[src/rtl/td4x_pkg.sv]
// td4x_pkg: shared definitions for the td4x accumulator CPU.
//   - 4-bit opcode constants (OP_ADD_A .. OP_RET)
//   - run/halt state enum
//   - opcode-field helpers used by the core decode
package td4x_pkg;

    localparam logic [3:0] OP_ADD_A  = 4'b0000;
    localparam logic [3:0] OP_MOV_AB = 4'b0001;  // A = B
    localparam logic [3:0] OP_IN_A   = 4'b0010;
    localparam logic [3:0] OP_MOV_A  = 4'b0011;  // A = imm
    localparam logic [3:0] OP_MOV_BA = 4'b0100;  // B = A
    localparam logic [3:0] OP_ADD_B  = 4'b0101;
    localparam logic [3:0] OP_IN_B   = 4'b0110;
    localparam logic [3:0] OP_MOV_B  = 4'b0111;  // B = imm
    localparam logic [3:0] OP_HALT   = 4'b1000;
    localparam logic [3:0] OP_OUT_B  = 4'b1001;
    localparam logic [3:0] OP_JC     = 4'b1010;
    localparam logic [3:0] OP_OUT_I  = 4'b1011;
    localparam logic [3:0] OP_CALL   = 4'b1100;
    localparam logic [3:0] OP_RET    = 4'b1101;
    localparam logic [3:0] OP_JNC    = 4'b1110;
    localparam logic [3:0] OP_JMP    = 4'b1111;

    typedef enum logic {
        ST_RUN  = 1'b0,
        ST_HALT = 1'b1
    } state_e;

    // Branch decision for the three jump opcodes; c is the carry from
    // before the executing edge.
    function automatic logic jump_taken(input logic [3:0] op, input logic c);
        case (op)
            OP_JMP:  return 1'b1;
            OP_JNC:  return !c;
            OP_JC:   return c;
            default: return 1'b0;
        endcase
    endfunction

    // True for the two opcodes that load carry from the adder.
    function automatic logic is_add(input logic [3:0] op);
        return (op == OP_ADD_A) || (op == OP_ADD_B);
    endfunction

endpackage

[src/rtl/td4x_call_stack.sv]
// td4x_call_stack: DEPTH-entry LIFO of return addresses.
// Ports:
//   clk_i, rst_ni    clock, asynchronous active-low reset (empties the stack)
//   push_i           write push_data_i on top (ignored when full)
//   pop_i            discard the top entry (ignored when empty)
//   push_data_i      address to push
//   top_o            current top entry (valid when !empty_o)
//   full_o, empty_o  occupancy flags
module td4x_call_stack #(
    parameter int ADDR_W = 4,
    parameter int DEPTH  = 4
) (
    input  logic              clk_i,
    input  logic              rst_ni,
    input  logic              push_i,
    input  logic              pop_i,
    input  logic [ADDR_W-1:0] push_data_i,
    output logic [ADDR_W-1:0] top_o,
    output logic              full_o,
    output logic              empty_o
);

    localparam int SP_W  = $clog2(DEPTH + 1);
    localparam int IDX_W = (DEPTH > 1) ? $clog2(DEPTH) : 1;

    logic [SP_W-1:0]   sp_q;
    logic [ADDR_W-1:0] mem_q [DEPTH];
    logic [IDX_W-1:0]  wr_idx;
    logic [IDX_W-1:0]  rd_idx;

    assign full_o  = (sp_q == SP_W'(DEPTH));
    assign empty_o = (sp_q == '0);
    // sp_q counts entries, so the next free slot is sp_q and the top is sp_q-1.
    assign wr_idx  = IDX_W'(sp_q);
    assign rd_idx  = IDX_W'(sp_q - 1'b1);
    assign top_o   = mem_q[rd_idx];

    always_ff @(posedge clk_i or negedge rst_ni) begin
        if (!rst_ni) begin
            sp_q <= '0;
        end else if (push_i && !full_o) begin
            sp_q <= sp_q + 1'b1;
        end else if (pop_i && !empty_o) begin
            sp_q <= sp_q - 1'b1;
        end
    end

    // Storage needs no reset: entries are only read below the pointer.
    always_ff @(posedge clk_i) begin
        if (push_i && !full_o) begin
            mem_q[wr_idx] <= push_data_i;
        end
    end

endmodule

[src/rtl/td4x_core.sv]
// td4x_core: single-cycle accumulator CPU (parametrised TD4 successor).
// Optional CALL/RET return stack enabled by defining TD4X_CALL_STACK_EN.
// Ports:
//   CLK         rising-edge clock
//   CLR         asynchronous active-low reset
//   EN          clock enable; 0 freezes all state
//   resume      leaves HALT when sampled 1 with EN=1
//   instr       ROM word: [DATA_W+3:DATA_W] opcode, [DATA_W-1:0] imm
//   instr_addr  PC, drives the external ROM address
//   in_port     input port
//   out_port    output port register
//   carry       carry flag
//   halted      1 while in HALT (the FSM state itself)
//   stack_err   sticky stack overflow/underflow (0 without the stack)
module td4x_core
    import td4x_pkg::*;
#(
    parameter int DATA_W      = 4,
    parameter int ADDR_W      = 4,
    parameter int STACK_DEPTH = 4
) (
    input  logic              CLK,
    input  logic              CLR,
    input  logic              EN,
    input  logic              resume,
    input  logic [DATA_W+3:0] instr,
    output logic [ADDR_W-1:0] instr_addr,
    input  logic [DATA_W-1:0] in_port,
    output logic [DATA_W-1:0] out_port,
    output logic              carry,
    output logic              halted,
    output logic              stack_err
);

    // Jump targets are sliced from imm, so imm must be at least as wide as the PC.
    if (DATA_W < ADDR_W || STACK_DEPTH < 1) begin : g_bad_params
    end

    logic [ADDR_W-1:0] pc_q;
    logic [DATA_W-1:0] a_q;
    logic [DATA_W-1:0] b_q;
    logic [DATA_W-1:0] out_q;
    logic              carry_q;
    logic              halted_q;
    state_e            state_q;

    logic [3:0]        opcode;
    logic [DATA_W-1:0] imm;
    logic [ADDR_W-1:0] tgt;
    logic [ADDR_W-1:0] pc_inc;
    logic [DATA_W:0]   sum_a;
    logic [DATA_W:0]   sum_b;

    assign opcode = instr[DATA_W+3:DATA_W];
    assign imm    = instr[DATA_W-1:0];
    assign tgt    = imm[ADDR_W-1:0];
    assign pc_inc = pc_q + 1'b1;
    assign sum_a  = {1'b0, a_q} + {1'b0, imm};
    assign sum_b  = {1'b0, b_q} + {1'b0, imm};

`ifdef TD4X_CALL_STACK_EN
    logic              err_q;
    logic              stk_push;
    logic              stk_pop;
    logic              stk_full;
    logic              stk_empty;
    logic [ADDR_W-1:0] stk_top;

    assign stk_push = EN && (state_q == ST_RUN) && (opcode == OP_CALL) && !stk_full;
    assign stk_pop  = EN && (state_q == ST_RUN) && (opcode == OP_RET) && !stk_empty;

    td4x_call_stack #(
        .ADDR_W (ADDR_W),
        .DEPTH  (STACK_DEPTH)
    ) u_call_stack (
        .clk_i       (CLK),
        .rst_ni      (CLR),
        .push_i      (stk_push),
        .pop_i       (stk_pop),
        .push_data_i (pc_inc),
        .top_o       (stk_top),
        .full_o      (stk_full),
        .empty_o     (stk_empty)
    );

    assign stack_err = err_q;
`else
    assign stack_err = 1'b0;
`endif

    always_ff @(posedge CLK or negedge CLR) begin
        if (!CLR) begin
            pc_q     <= '0;
            a_q      <= '0;
            b_q      <= '0;
            out_q    <= '0;
            carry_q  <= 1'b0;
            halted_q <= 1'b0;
            state_q  <= ST_RUN;
`ifdef TD4X_CALL_STACK_EN
            err_q    <= 1'b0;
`endif
        end else if (EN) begin
            case (state_q)
                ST_RUN: begin
                    // Every non-ADD instruction clears carry; default is sequential fetch.
                    carry_q <= 1'b0;
                    pc_q    <= pc_inc;
                    case (opcode)
                        OP_ADD_A:  {carry_q, a_q} <= sum_a;
                        OP_ADD_B:  {carry_q, b_q} <= sum_b;
                        OP_MOV_A:  a_q   <= imm;
                        OP_MOV_B:  b_q   <= imm;
                        OP_MOV_AB: a_q   <= b_q;
                        OP_MOV_BA: b_q   <= a_q;
                        OP_IN_A:   a_q   <= in_port;
                        OP_IN_B:   b_q   <= in_port;
                        OP_OUT_B:  out_q <= b_q;
                        OP_OUT_I:  out_q <= imm;
                        OP_JMP, OP_JNC, OP_JC: begin
                            if (jump_taken(opcode, carry_q)) pc_q <= tgt;
                        end
                        OP_HALT: begin
                            pc_q     <= pc_q;
                            state_q  <= ST_HALT;
                            halted_q <= 1'b1;
                        end
`ifdef TD4X_CALL_STACK_EN
                        // Stack faults park the CPU on the offending instruction.
                        OP_CALL: begin
                            if (stk_full) begin
                                pc_q     <= pc_q;
                                err_q    <= 1'b1;
                                state_q  <= ST_HALT;
                                halted_q <= 1'b1;
                            end else begin
                                pc_q <= tgt;
                            end
                        end
                        OP_RET: begin
                            if (stk_empty) begin
                                pc_q     <= pc_q;
                                err_q    <= 1'b1;
                                state_q  <= ST_HALT;
                                halted_q <= 1'b1;
                            end else begin
                                pc_q <= stk_top;
                            end
                        end
`endif
                        default: ;
                    endcase
                end
                ST_HALT: begin
                    // Resume only steps past the HALT; nothing executes this cycle.
                    if (resume) begin
                        pc_q     <= pc_inc;
                        state_q  <= ST_RUN;
                        halted_q <= 1'b0;
                    end
                end
            endcase
        end
    end

    assign instr_addr = pc_q;
    assign out_port   = out_q;
    assign carry      = carry_q;
    assign halted     = halted_q;

endmodule

[config.mk]
export PLATFORM = sky130hd
export DESIGN_NAME = td4x_core
export DESIGN_NICKNAME = d
export VERILOG_FILES = /design/src/rtl/td4x_pkg.sv /design/src/rtl/td4x_call_stack.sv /design/src/rtl/td4x_core.sv
export SDC_FILE = /design/constraint.sdc
export NUM_CORES = 1
export LEC_CHECK = 0
export BUFFER_PORTS_ARGS = -buffer_cell sky130_fd_sc_hd__buf_2
export CORE_MARGIN = 3
export CORE_UTILIZATION = 50
export DETAILED_ROUTE_END_ITERATION = 10
export PLACE_DENSITY_LB_ADDON = 0.08
export SETUP_SLACK_MARGIN = 0.2
export SLEW_MARGIN = 10
export SYNTH_ARGS = -nofsm -noshare
export SYNTH_HDL_FRONTEND = slang
export SYNTH_SLANG_ARGS = --single-unit
[constraint.sdc]
create_clock -name CLK -period 3.3 [get_ports CLK]
set_input_delay 0.99 -clock CLK [delete_from_list [all_inputs] [get_ports CLK]]
set_output_delay 0.99 -clock CLK [all_outputs]
set_load 0.01 [all_outputs]
==> report_table.html <==
<table>
<tr><th>Metric</th><th>Value</th></tr>
<tr><th colspan="2">Route</th></tr>
<tr><td>Total wirelength of the detailed-routed design</td><td>3100 um</td></tr>
<tr><td>DRC violation total after the first TritonRoute iteration</td><td>46</td></tr>
<tr><td>Pre-antenna DRT Iters</td><td>4</td></tr>
<tr><td>Avg WL per Cell</td><td>15.9 um</td></tr>
<tr><td>Overall via count from detail_route</td><td>1,149</td></tr>
<tr><td>DRC violation count after routing</td><td>0</td></tr>
<tr><td>Number of routed nets with antenna violations</td><td>0</td></tr>
<tr><td>Vias per std cell</td><td>5.89</td></tr>
<tr><th colspan="2">STA</th></tr>
<tr><td>Final TNS setup</td><td>0 ns</td></tr>
<tr><td>Part of the cycle the worst path needs</td><td>71.7%</td></tr>
<tr><td>Clk_skew</td><td>0.00284 ns</td></tr>
<tr><td>Top achievable clock speed</td><td>0.423 GHz</td></tr>
<tr><td>Worst hold slack after final layout</td><td>0.522 ns</td></tr>
<tr><td>RSZ-0062 raised after global routing</td><td>false</td></tr>
<tr><td>Final Max Slew Viols</td><td>0</td></tr>
<tr><td>Final critical path time including I/O delays and setup</td><td>around 2.4 ns</td></tr>
<tr><td>Final hold violation count</td><td>0</td></tr>
<tr><td>Count of final setup violators</td><td>0</td></tr>
<tr><th colspan="2">Logic synthesis</th></tr>
<tr><td>Warnings from Yosys</td><td>0</td></tr>
<tr><td>Number of flops mapped to enable cells by yosys</td><td>0</td></tr>
<tr><td>Async set-reset flop share out of synthesis</td><td>between 90% and 100%</td></tr>
<tr><td>Synth area leader</td><td>sky130_fd_sc_hd__dfrtp_1</td></tr>
<tr><td>Synthesis-stage register bit count</td><td>19</td></tr>
<tr><td>Yosys top cell area share</td><td>33.1%</td></tr>
<tr><td>Share of the yosys chip area belonging to registers</td><td>between 30% and 40%</td></tr>
<tr><td>Area of the mapped netlist</td><td>1440 um^2</td></tr>
<tr><td>Predominant post-synthesis flop cell</td><td>sky130_fd_sc_hd__dfrtp_1</td></tr>
<tr><td>Top-count cell post-synth</td><td>sky130_fd_sc_hd__nand2_1</td></tr>
<tr><td>Largest cells by area after synthesis</td><td>sky130_fd_sc_hd__dfrtp_1 33%, sky130_fd_sc_hd__ha_1 7.8%, sky130_fd_sc_hd__mux4_2 7.8%</td></tr>
<tr><td>Syn nets</td><td>171</td></tr>
<tr><td>Number of instances in the synthesized netlist</td><td>between 100 and 150</td></tr>
<tr><td>Netlist cell types</td><td>42</td></tr>
<tr><td>Mean instance size in the synthesized netlist</td><td>9.97 um^2</td></tr>
<tr><td>Commonest cells in the synthesized netlist</td><td>20 x sky130_fd_sc_hd__nand2_1, 19 x sky130_fd_sc_hd__dfrtp_1, 11 x sky130_fd_sc_hd__a21oi_1</td></tr>
<tr><th colspan="2">Clock tree</th></tr>
<tr><td>Total of hold buffers inserted after clock tree synthesis</td><td>0</td></tr>
<tr><td>Number of buffers created by CTS</td><td>3</td></tr>
<tr><td>Clock root buffer</td><td>sky130_fd_sc_hd__clkbuf_4</td></tr>
<tr><td>Resized cells post-CTS</td><td>0</td></tr>
<tr><td>Buffers from clock root to sink, at most</td><td>2</td></tr>
<tr><td>TritonCTS clock tree</td><td>built</td></tr>
<tr><td>Clock latency reported for the late side of the worst-skew pair</td><td>0.30 ns</td></tr>
<tr><td>Setup bufs post-CTS</td><td>0</td></tr>
<tr><td>Clk pin slew, worst setup/hold paths</td><td>0.11 ns</td></tr>
<tr><td>CTS Sinks</td><td>19</td></tr>
<tr><td>CTS H-Tree Depth</td><td>1</td></tr>
<tr><th colspan="2">Placement</th></tr>
<tr><td>Number of port buffers</td><td>25</td></tr>
<tr><td>HPWL after detailed placement</td><td>2420 um</td></tr>
<tr><td>Final GP Congestion</td><td>0.872</td></tr>
<tr><th colspan="2">Worst hold path</th></tr>
<tr><td>Hold/Removal Path Class</td><td>reg2reg</td></tr>
<tr><td>Hold Path Origin</td><td>halted$_DFFE_PN0P_</td></tr>
<tr><td>Number of cells on the worst hold path</td><td>2</td></tr>
<tr><td>Min-Delay Endpoint</td><td>halted$_DFFE_PN0P_</td></tr>
<tr><th colspan="2">Power</th></tr>
<tr><td>Logic gate share of total power</td><td>between 40% and 50%</td></tr>
<tr><td>Switching power as a share of total power</td><td>38.1%</td></tr>
<tr><td>Cell leakage power</td><td>about 0.00076 uW</td></tr>
<tr><td>Cell area power density</td><td>around 570 nW/um^2</td></tr>
<tr><td>Net Sw Power</td><td>about 340 uW</td></tr>
<tr><td>Cell-internal power</td><td>roughly 560 uW</td></tr>
<tr><td>Clock network fraction of total power</td><td>13.5%</td></tr>
<tr><td>Maximum VDD drop</td><td>0.000398 V</td></tr>
<tr><td>Sequential fraction of design power</td><td>41.8%</td></tr>
<tr><th colspan="2">Worst setup path</th></tr>
<tr><td>CP Data Arrival Time</td><td>approximately 2.6 ns</td></tr>
<tr><td>Critical path data required time</td><td>about 3.5 ns</td></tr>
<tr><td>Worst reg2reg path startpoint</td><td>b_q[1]$_DFFE_PN0P_</td></tr>
<tr><td>R2r setup slk</td><td>1.31 ns</td></tr>
<tr><td>Worst r2r path cells</td><td>6</td></tr>
<tr><td>Element type at the critical path end</td><td>register</td></tr>
<tr><td>R2R Path End</td><td>b_q[3]$_DFFE_PN0P_</td></tr>
<tr><td>Startpoint type of the worst setup path</td><td>primary input</td></tr>
<tr><td>Critical path class</td><td>in2reg</td></tr>
<tr><td>Worst Path Max Fanout</td><td>8</td></tr>
<tr><th colspan="2">Run status</th></tr>
<tr><td>Status</td><td>finished clean</td></tr>
<tr><th colspan="2">Floorplan</th></tr>
<tr><td>Area enclosed by the die boundary</td><td>3550 um^2</td></tr>
<tr><td>Boundary pin count</td><td>27</td></tr>
<tr><td>Die boundary width</td><td>59.6 um</td></tr>
<tr><td>Initial standard-cell utilization of the core</td><td>55.4%</td></tr>
<tr><td>Core outline area</td><td>2590 um^2</td></tr>
<tr><td>Number of placement rows</td><td>18</td></tr>
<tr><td>Height of the die</td><td>between 50 and 60 um</td></tr>
<tr><th colspan="2">Final layout</th></tr>
<tr><td>Multi-input logic area</td><td>around 900 um^2</td></tr>
<tr><td>Filler cells</td><td>226</td></tr>
<tr><td>Share of final-layout standard cells stronger than drive strength 1</td><td>25.5%</td></tr>
<tr><td>Syn-to-layout area delta</td><td>10.1%</td></tr>
<tr><td>Final-stage net count</td><td>193</td></tr>
<tr><td>Count of inserted antenna diode cells</td><td>0</td></tr>
<tr><td>Storage element area</td><td>between 400 and 500 um^2</td></tr>
<tr><th colspan="2">Global routing</th></tr>
<tr><td>Wire length of the first global-routing pass</td><td>5580 um</td></tr>
<tr><td>Overall fraction of global-route tracks in use</td><td>around a fifth</td></tr>
<tr><td>Initial antenna violation count</td><td>0</td></tr>
<tr><td>Vias in the first global route</td><td>1,253</td></tr>
<tr><td>Total overflow reported by the global router</td><td>0</td></tr>
<tr><td>Pin count of the biggest net entering global routing</td><td>20</td></tr>
<tr><th colspan="2">Run</th></tr>
<tr><td>Maximum Capacitance Violations</td><td>0</td></tr>
</table>
[how the worst max path moves through the flow]
stage | start | end | cells after the start
finish | instr[1] | b_q[3]$_DFFE_PN0P_ | 7
global route | instr[1] | b_q[3]$_DFFE_PN0P_ | 7
CTS | instr[1] | b_q[3]$_DFFE_PN0P_ | 7
detailed placement | instr[1] | b_q[3]$_DFFE_PN0P_ | 7
global placement | instr[1] | b_q[3]$_DFFE_PN0P_ | 7
floorplan | instr[0] | a_q[1]$_DFFE_PN0P_ | 4
[per-layer routing]
metal	routed length, um	vias to the layer above	part of all wire (%)	GRT usage [%]
li1	-	568	-	-
met1	1400	556	45	25.8
met2	1560	23	50	37.1
met3	123	2	4.0	3.92
met4	19	0	0.61	4.11
met5	0	-	0	0
[cells by family after synthesis]
group	count (synthesis)	share of synthesized area, %
flops	19	33.1
simple gates	50	19.0
compound gates	30	12.7
fa+ha+maj	11	10.6
buf+inv	10	3.66
xor+xnor	5	3.05
mux	18	17.5
other cells	1	0.261
[layout make-up]
| cell class | instances | share of cell area [%] |
|---|---|---|
| Multi-Input combinational cell | 115 | 57.4 |
| Sequential cell | 19 | 30.1 |
| Timing Repair Buffer | 25 | 7.92 |
| Tap cell | 30 | 2.38 |
| Clock buffer | 3 | 1.43 |
| Inverter | 2 | 0.475 |
| Clock inverter | 1 | 0.317 |
[state kept, by name (all words and copies together), names as in the netlist]
| register | count |
|---|---|
| halted | 1 |
| out_port | 4 |
| carry | 1 |
| state_q | 1 |
| b_q | 4 |
| a_q | 4 |
| instr_addr | 4 |
[critical path, cell delays in order]
cell	delay [ns]
sky130_fd_sc_hd__buf_2	0.16
sky130_fd_sc_hd__ha_1	0.30
sky130_fd_sc_hd__a21o_1	0.16
sky130_fd_sc_hd__a21oi_2	0.15
sky130_fd_sc_hd__xnor2_1	0.08
sky130_fd_sc_hd__mux4_2	0.46
sky130_fd_sc_hd__mux2_4	0.26
[layout by cell type, fill, tap and decap left out, types with 4 or more instances in the layout]
cell type	n
sky130_fd_sc_hd__nor2_1	6
sky130_fd_sc_hd__a21o_1	4
sky130_fd_sc_hd__a21oi_1	11
sky130_fd_sc_hd__o21ai_0	7
sky130_fd_sc_hd__dfrtp_1	19
sky130_fd_sc_hd__nand2_1	20
sky130_fd_sc_hd__buf_2	25
sky130_fd_sc_hd__mux2i_1	9
sky130_fd_sc_hd__nand2b_1	5
sky130_fd_sc_hd__ha_1	9
sky130_fd_sc_hd__mux4_2	5
[metrics by stage]
stage	instances	power [uW]	worst slack [ns]	area (um^2)	util (%)
floorplan	144	662	0.874	1440	-
global placement	191	771	0.668	1550	60.0
detailed placement	191	790	0.602	1550	60.0
CTS	195	914	0.944	1580	61.0
global route	195	993	0.911	1580	61.0
finish	195	903	0.935	1580	61.0
[power groups by stage]
stage               logic, uW  clock network [uW]  registers, uW
floorplan                 277                   0            385
global placement          392                   0            379
detailed placement        406                   0            384
CTS                       408                 128            378
global route              457                 142            393
finish                    403                 122            378
Note: power is estimated with default switching activity, not from simulation.
